## src/rtl/ka193_pkg.sv

```systemverilog
// Shared widths and FSM state encoding for the 193-bit Karatsuba
// sequencer around an external 97x97 carry-less sub-multiplier.
package ka193_pkg;

  localparam int unsigned HalfW = 97;
  localparam int unsigned FullW = 2 * HalfW - 1;
  localparam int unsigned ProdW = 2 * HalfW - 1;
  localparam int unsigned ResW  = 2 * FullW - 1;

  typedef enum logic [2:0] {
    StIdle,
    StM0,
    StM1,
    StM2,
    StFin
  } state_e;

endpackage

```

## src/rtl/ka193_combine.sv

```systemverilog
// Karatsuba recombination: P0 ^ ((P0^P1^P2) << HW) ^ (P1 << 2*HW).
module ka193_combine
  import ka193_pkg::*;
#(
  parameter int unsigned HW = HalfW,
  parameter int unsigned W  = FullW
) (
  input  logic [2*HW-2:0] p0,
  input  logic [2*HW-2:0] p1,
  input  logic [2*HW-2:0] p2,
  output logic [2*W-2:0]  result
);

  localparam int unsigned RW = 2 * W - 1;

  logic [RW-1:0] p0_x;
  logic [RW-1:0] mid_x;
  logic [RW-1:0] p1_x;

  assign p0_x  = RW'(p0);
  assign mid_x = RW'(p0 ^ p1 ^ p2);
  assign p1_x  = RW'(p1);

  // P1 has degree <= 2*(HW-2), so the top shift never loses set bits.
  assign result = p0_x ^ (mid_x << HW) ^ (p1_x << (2 * HW));

endmodule

```

## src/rtl/ka193_seq_ctrl.sv

```systemverilog
// Sequences three sub-multiplications (a0*b0, a1*b1, (a0^a1)*(b0^b1)) over a
// shared HW x HW port, then recombines them into the full GF(2) product.
module ka193_seq_ctrl
  import ka193_pkg::*;
#(
  parameter int unsigned HW = HalfW,
  parameter int unsigned W  = FullW
) (
  input  logic              clk,
  input  logic              rst_n,
  input  logic              start,
  input  logic [W-1:0]      a,
  input  logic [W-1:0]      b,
  output logic              busy,
  output logic              done,
  output logic [2*W-2:0]    result,
  output logic              mul_req,
  output logic [HW-1:0]     mul_a,
  output logic [HW-1:0]     mul_b,
  input  logic              mul_ack,
  input  logic [2*HW-2:0]   mul_p
);

  localparam int unsigned PW = 2 * HW - 1;
  localparam int unsigned RW = 2 * W - 1;

  state_e        state_q, state_d;
  logic [W-1:0]  a_q, b_q;
  logic [PW-1:0] p0_q, p1_q, p2_q;
  logic [RW-1:0] result_q, comb_result;
  logic          done_q;

  logic [HW-1:0] a0, a1, b0, b1;
  logic          accept;
  logic          ack;

  assign a0 = a_q[HW-1:0];
  assign a1 = {1'b0, a_q[W-1:HW]};
  assign b0 = b_q[HW-1:0];
  assign b1 = {1'b0, b_q[W-1:HW]};

  assign accept = (state_q == StIdle) && start;
  // Acks outside a request window are dropped here.
  assign ack    = mul_req && mul_ack;

  always_comb begin
    state_d = state_q;
    mul_req = 1'b0;
    mul_a   = '0;
    mul_b   = '0;
    unique case (state_q)
      StIdle: if (start) state_d = StM0;
      StM0: begin
        mul_req = 1'b1;
        mul_a   = a0;
        mul_b   = b0;
        if (mul_ack) state_d = StM1;
      end
      StM1: begin
        mul_req = 1'b1;
        mul_a   = a1;
        mul_b   = b1;
        if (mul_ack) state_d = StM2;
      end
      StM2: begin
        mul_req = 1'b1;
        mul_a   = a0 ^ a1;
        mul_b   = b0 ^ b1;
        if (mul_ack) state_d = StFin;
      end
      StFin:   state_d = StIdle;
      default: state_d = StIdle;
    endcase
  end

  always_ff @(posedge clk or negedge rst_n) begin
    if (!rst_n) begin
      state_q  <= StIdle;
      a_q      <= '0;
      b_q      <= '0;
      p0_q     <= '0;
      p1_q     <= '0;
      p2_q     <= '0;
      result_q <= '0;
      done_q   <= 1'b0;
    end else begin
      state_q <= state_d;
      done_q  <= (state_q == StFin);
      if (accept) begin
        a_q <= a;
        b_q <= b;
      end
      if (ack && state_q == StM0) p0_q <= mul_p;
      if (ack && state_q == StM1) p1_q <= mul_p;
      if (ack && state_q == StM2) p2_q <= mul_p;
      if (state_q == StFin) result_q <= comb_result;
    end
  end

  ka193_combine #(
    .HW (HW),
    .W  (W)
  ) u_combine (
    .p0     (p0_q),
    .p1     (p1_q),
    .p2     (p2_q),
    .result (comb_result)
  );

  assign busy   = (state_q != StIdle);
  assign done   = done_q;
  assign result = result_q;

endmodule

```

## config.mk

```make
export PLATFORM = sky130hd
export DESIGN_NAME = ka193_seq_ctrl
export DESIGN_NICKNAME = d
export VERILOG_FILES = /design/src/rtl/ka193_pkg.sv /design/src/rtl/ka193_combine.sv /design/src/rtl/ka193_seq_ctrl.sv
export SDC_FILE = /design/constraint.sdc
export NUM_CORES = 2
export LEC_CHECK = 0
export ABC_CLOCK_PERIOD_IN_PS = 1800
export CAP_MARGIN = 0
export CORE_ASPECT_RATIO = 0.6
export CORE_MARGIN = 8
export CORE_UTILIZATION = 30
export CTS_CLUSTER_DIAMETER = 30
export DETAILED_ROUTE_END_ITERATION = 7
export GPL_TIMING_DRIVEN = 0
export PLACE_DENSITY = 0.5
export SLEW_MARGIN = 10
export SYNTH_ARGS = -nofsm -noshare
export SYNTH_HDL_FRONTEND = slang
export SYNTH_HIERARCHICAL = 1
export SYNTH_SLANG_ARGS = --single-unit
```

## constraint.sdc

```tcl
create_clock -name clk -period 1.8 [get_ports clk]
set_clock_uncertainty 0.05 [all_clocks]
set_input_delay 0.36 -clock clk [delete_from_list [all_inputs] [get_ports clk]]
set_output_delay 0.36 -clock clk [all_outputs]
set_load 0.005 [all_outputs]
```

Word level (Yosys, flattened, before mapping)
Cells that the tools add are included.

storage, ports and cells
  bits in registers = 1354
  output and inout port bits = 582
  word-level logic and storage cells = 39

operators by class
  eq/ne operators = 8
  muxes and demuxes = 8
  bitwise logic cells = 6
  reductions and logical operators = 9

operator list
  operator                                                          number
  97-bit case mux with 3 select lines                               2
  193-bit by 385-bit bitwise XOR with 385-bit output                1
  385-bit bitwise XOR                                               1
  288-bit by 193-bit bitwise XOR with 288-bit output                1
  97-bit by 96-bit bitwise XOR with 97-bit output                   2
  193-bit bitwise XOR                                               1
  3-bit 2-to-1 mux                                                  4
  3-bit case mux with 4 select lines                                1
  2-bit inequality test (second input constant)                     4
  3-bit by 2-bit == test with 1-bit output (second input constant)  2
  1-bit logical AND                                                 5
  4-bit AND reduction                                               1
  3-bit by 1-bit == test with 1-bit output (second input constant)  1
  3-bit == test (second input constant)                             1
  3-bit zero test                                                   1
  3-bit nonzero test                                                1
  3-bit OR reduction                                                1
  1-bit 2-to-1 mux                                                  1

Longest topological paths before layout
  word-level depth = 5
  gate-level depth with buffers = 7
  depth with buffers taken out = 3

By module
Netlist, hierarchy kept.

modules (own cells, without submodules)
  module          times used  cells an instance  area each (sq um)
  ka193_seq_ctrl  1           3707               54521.0
  ka193_combine   1           674                5662.9

Worst setup path before layout
No wires, ideal clock.

  path type = flip-flop to flip-flop
  from = register state_q[2]
  to = register b_q[134]
  data arrival time = 1.723 ns
  data required time = 1.625 ns
  setup slack = -0.098 ns
  cell stages (with the launch flop) = 7
  path buffers = 3
  clock period less this slack = 1.898 ns
  path through = dfrtp_1 > clkbuf_1 > or3_4 > nor2_8 > buf_6 > buf_8 > mux2_2

on the way
  cells in the longest elaborated chain, start to end = 2

ends and longest elaborated chain
  element                 RTL line              RTL
  start, declared         ka193_seq_ctrl.sv:27  state_e state_q, state_d;
  start signal, assigned  ka193_seq_ctrl.sv:78  state_q <= StIdle;
  start signal, assigned  ka193_seq_ctrl.sv:87  state_q <= state_d;
  3-bit zero test         ka193_seq_ctrl.sv:42  assign accept = (state_q == StIdle) && start;
  1-bit logical AND       ka193_seq_ctrl.sv:42
  end signal, assigned    ka193_seq_ctrl.sv:80  b_q <= '0;
  end signal, assigned    ka193_seq_ctrl.sv:91  b_q <= b;
  end, declared           ka193_seq_ctrl.sv:28  logic [W-1:0] a_q, b_q;

Every way passes these cells.
A chain may end at the register's enable or synchronous reset.

Worst setup path in the final report
  from = register state_q[0]
  to = output port mul_b[20]

on the way
  cells in the longest elaborated chain, start to end = 2

ends and longest elaborated chain
  element                                                                                                      RTL line              RTL
  3-bit by 2-bit == test with 1-bit output / 3-bit by 1-bit == test with 1-bit output (equally long branches)  ka193_seq_ctrl.sv:51  unique case (state_q)
  97-bit case mux with 3 select lines (*)                                                                      ka193_seq_ctrl.sv:51
  end, declared                                                                                                ka193_seq_ctrl.sv:19  output logic [HW-1:0] mul_b,

Every way passes the cells marked *; elsewhere a longest branch is shown, timed or not.

==> flow_summary.yaml <==
outcome:
  outcome: "complete, but fails checks"
  violations: "hold timing, setup timing"
timing:
  slew_headroom: 0.2723
  fmax_ghz: 0.3671
  rsz0062_at_grt: "yes"
  hold_viol: 394
  slew_viol_final: 0
  period_needed_ns: 2.724
  worstMarginPinSlew_ns: 1.092
  worst_slack_ns: -0.9243
  setup-violations-final: 2195
  finalCritPeriodShare: 1.513
  worst_hold_slack_ns: -0.5947
detailed_routing:
  wl_mm: 222.2
  detail-route-antenna-nets: 0
  routedWlPerCell_um: 25.15
  drtIter0Drc: 1584
  avgViaCountPerCell: 4.469
  vias: 39490
  drc: 0
  firstDrtPassIters: 5
power:
  peakVddDrop_v: 0.0009812
  p_leak_uw: 0.03786
  power_density_nw_per_um2: 2203
global_routing:
  grt_overflow_total: 0
  first_global_vias: 42470
  antenna_found_initial: 70
  grt_pass1_wl_mm: 316.6
  grtUsageTotal: 0.1988
  grt_max_degree: 147
setup_path:
  slowest_stage: "dfrtp_2"
  slowest_delay_ns: 0.41
  rr_endpoint: "p1_q[62]"
  reg2reg_depth: 5
  reg2reg_from: "state_q[2]"
  critPathMaxFanout: 6
  end_kind: "output port"
  crit_end: "mul_b[20]"
  critPathLaunch: "state_q[0]"
  worst-r2r-setup-slack_ns: -0.70
  start_kind: "register"
  cp_cell_sequence: "buf_12, clkbuf_16, clkbuf_16, buf_12, nand2_4, xnor2_2, nor2_1, buf_2"
  crit_type: "reg -> out"
  critPathTopFamily: "buffers and inverters"
  worstPathArrival_ns: 2.31
  cp.depth: 8
  crit_required_ns: 1.39
  worst-path-buf-inv: 5
job:
  maxCapViolCount: 0
yosys:
  syn_inst: 4381
  ys_ff_latch: 1354
  synth.most_common_cell: "dfrtp_1"
  avgSynthCellArea_sq_um: 13.74
  synth_edf_count: 0
  synth_ff_type: "dfrtp_1"
  synth_top_area_frac: 0.5630
  ys_seq_area_frac: 0.5630
  synth_nets: 4964
  synth.distinct_cells: 22
  synthTopCellsByArea: "dfrtp_1 56%, mux2_2 25%, xnor2_1 8.4%, buf_4 2.8%, nand2_1 2.4%"
  yosys-top-cells-count: "1,354 x dfrtp_1, 1,319 x mux2_2, 578 x xnor2_1, 385 x nand2_1, 226 x buf_4"
  async_flop_share: 1.000
  synth_top_cell_by_area: "dfrtp_1"
  yosys_warnings: 6
  syn_area_sq_um: 60180
finish:
  syn_to_final_growth_pct: 46.13
  final_nets: 6518
  seq_area_sq_um: 33880
  fin_area_sq_um: 87950
  layoutNonFillerInstCount: 8836
  multiInputGateArea_sq_um: 24290
  filler_cell_count: 18460
  drive_above_1_share: 0.4266
clock_tree:
  clockBufferDepth: 4
  root_buffer: "clkbuf_16"
  clkLatencyLatePin_ns: 0.80
  numCtsBuffers: 300
  cts_tree: "done"
  cts.sinks: 1354
  clk_pin_slew_ns: 0.05
  htree_num_levels: 5
floorplanning:
  dieArea_sq_um: 215700
  die_w_um: 594.2
  die_y_um: 362.9
  rows: 127
  ios: 1165
  core-area_sq_um: 199600
  initial_core_util: 0.3016
place:
  place.detailed.hpwl_mm: 164.7
  dpl.cell_count: 8199
  numPortBuffers: 1164
  globalplace.congestion: 0.8519
  place_area_sq_um: 75530
worst_hold_path:
  hold_path_class: "in -> async"
layer usage:
layer,global-route usage,share of wire,vias to the layer above
li1,-,-,17830
met1,0.2545,0.44,20330
met2,0.3319,0.48,934
met3,0.05563,0.058,359
met4,0.05215,0.026,38
met5,0,0.0011,-
cell usage in the layout (no fill, tap or decap), types with 33 or more instances in the layout:
cell type        count
bufinv_16           38
clkbuf_8            40
xnor2_1            541
clkdlybuf4s50_1    967
clkinvlp_4          33
buf_8               48
nand2_2             58
nand2_1            293
mux2_2            1297
buf_4              287
clkbuf_16          332
xnor2_2             34
xor2_1              97
buf_6               33
clkinv_2            54
nor2_1             181
dfrtp_1           1353
buf_2              181
repair_timing:
item,CTS,global route
hold endpoints to repair,444,187
buffers inserted,25,35
gates cloned,7,11
hold buffers,1,4
resized for setup,848,382
pin swaps,86,92
endpoints found under the setup margin,2215,2231
cell families after synthesis:
logic type	synth area share
multiplexers	0.2528
AO/OA/AOI/OAI	0.00008308
buffers and inverters	0.04829
flip-flops	0.5630
XOR/XNOR	0.09823
AND/OR/NAND/NOR	0.03763
worst min-delay path by stage:
stage / from / endpoint / slack [ns]
detailed placement: rst_n / result[321] / 0.26
finish: rst_n / result[321] / -0.59
global route: rst_n / result[321] / -0.63
global placement: a_q[47] / a_q[47] / 0.42
CTS: rst_n / result[321] / -0.65
floorplan: rst_n / a_q[0] / 0.01
stage by stage:
stage               TNS (ns)    util  setup slack (ns)  hold WS (ns)  power, uW
floorplan             -24.55       -          -0.07432       0.01441      99850
global placement           -  0.3770            -65.94        0.4201     135600
detailed placement  -2152.96  0.3785            -2.203        0.2622     136400
CTS                 -1319.35  0.4348            -1.051       -0.6451     194500
global route        -1101.82  0.4405            -1.058       -0.6276     205000
finish               -855.05  0.4407           -0.9243       -0.5947     193800
flip-flops by register name, summed over array words and instances (netlist names):
register,flops
p0_q,193
done,1
b_q,193
a_q,193
state_q,3
p2_q,193
p1_q,193
result,385
layout make-up:
type,count,share of cell area
diodes,25,0.0007113
plain buffers,405,0.04385
clock buffers,370,0.09354
clock inverters,164,0.02383
inverters,2,0.00008536
multi-input cells,2617,0.2761
flip-flops and latches,1354,0.3853
well taps,2644,0.03761
repair buffers,1255,0.1390
power by group:
part,internal [uW],switching (uW),total (uW)
sequential,46100,10500,56600
clock,37900,18000,55900
combinational,46800,34500,81200
(Power assumes the default switching activity.)
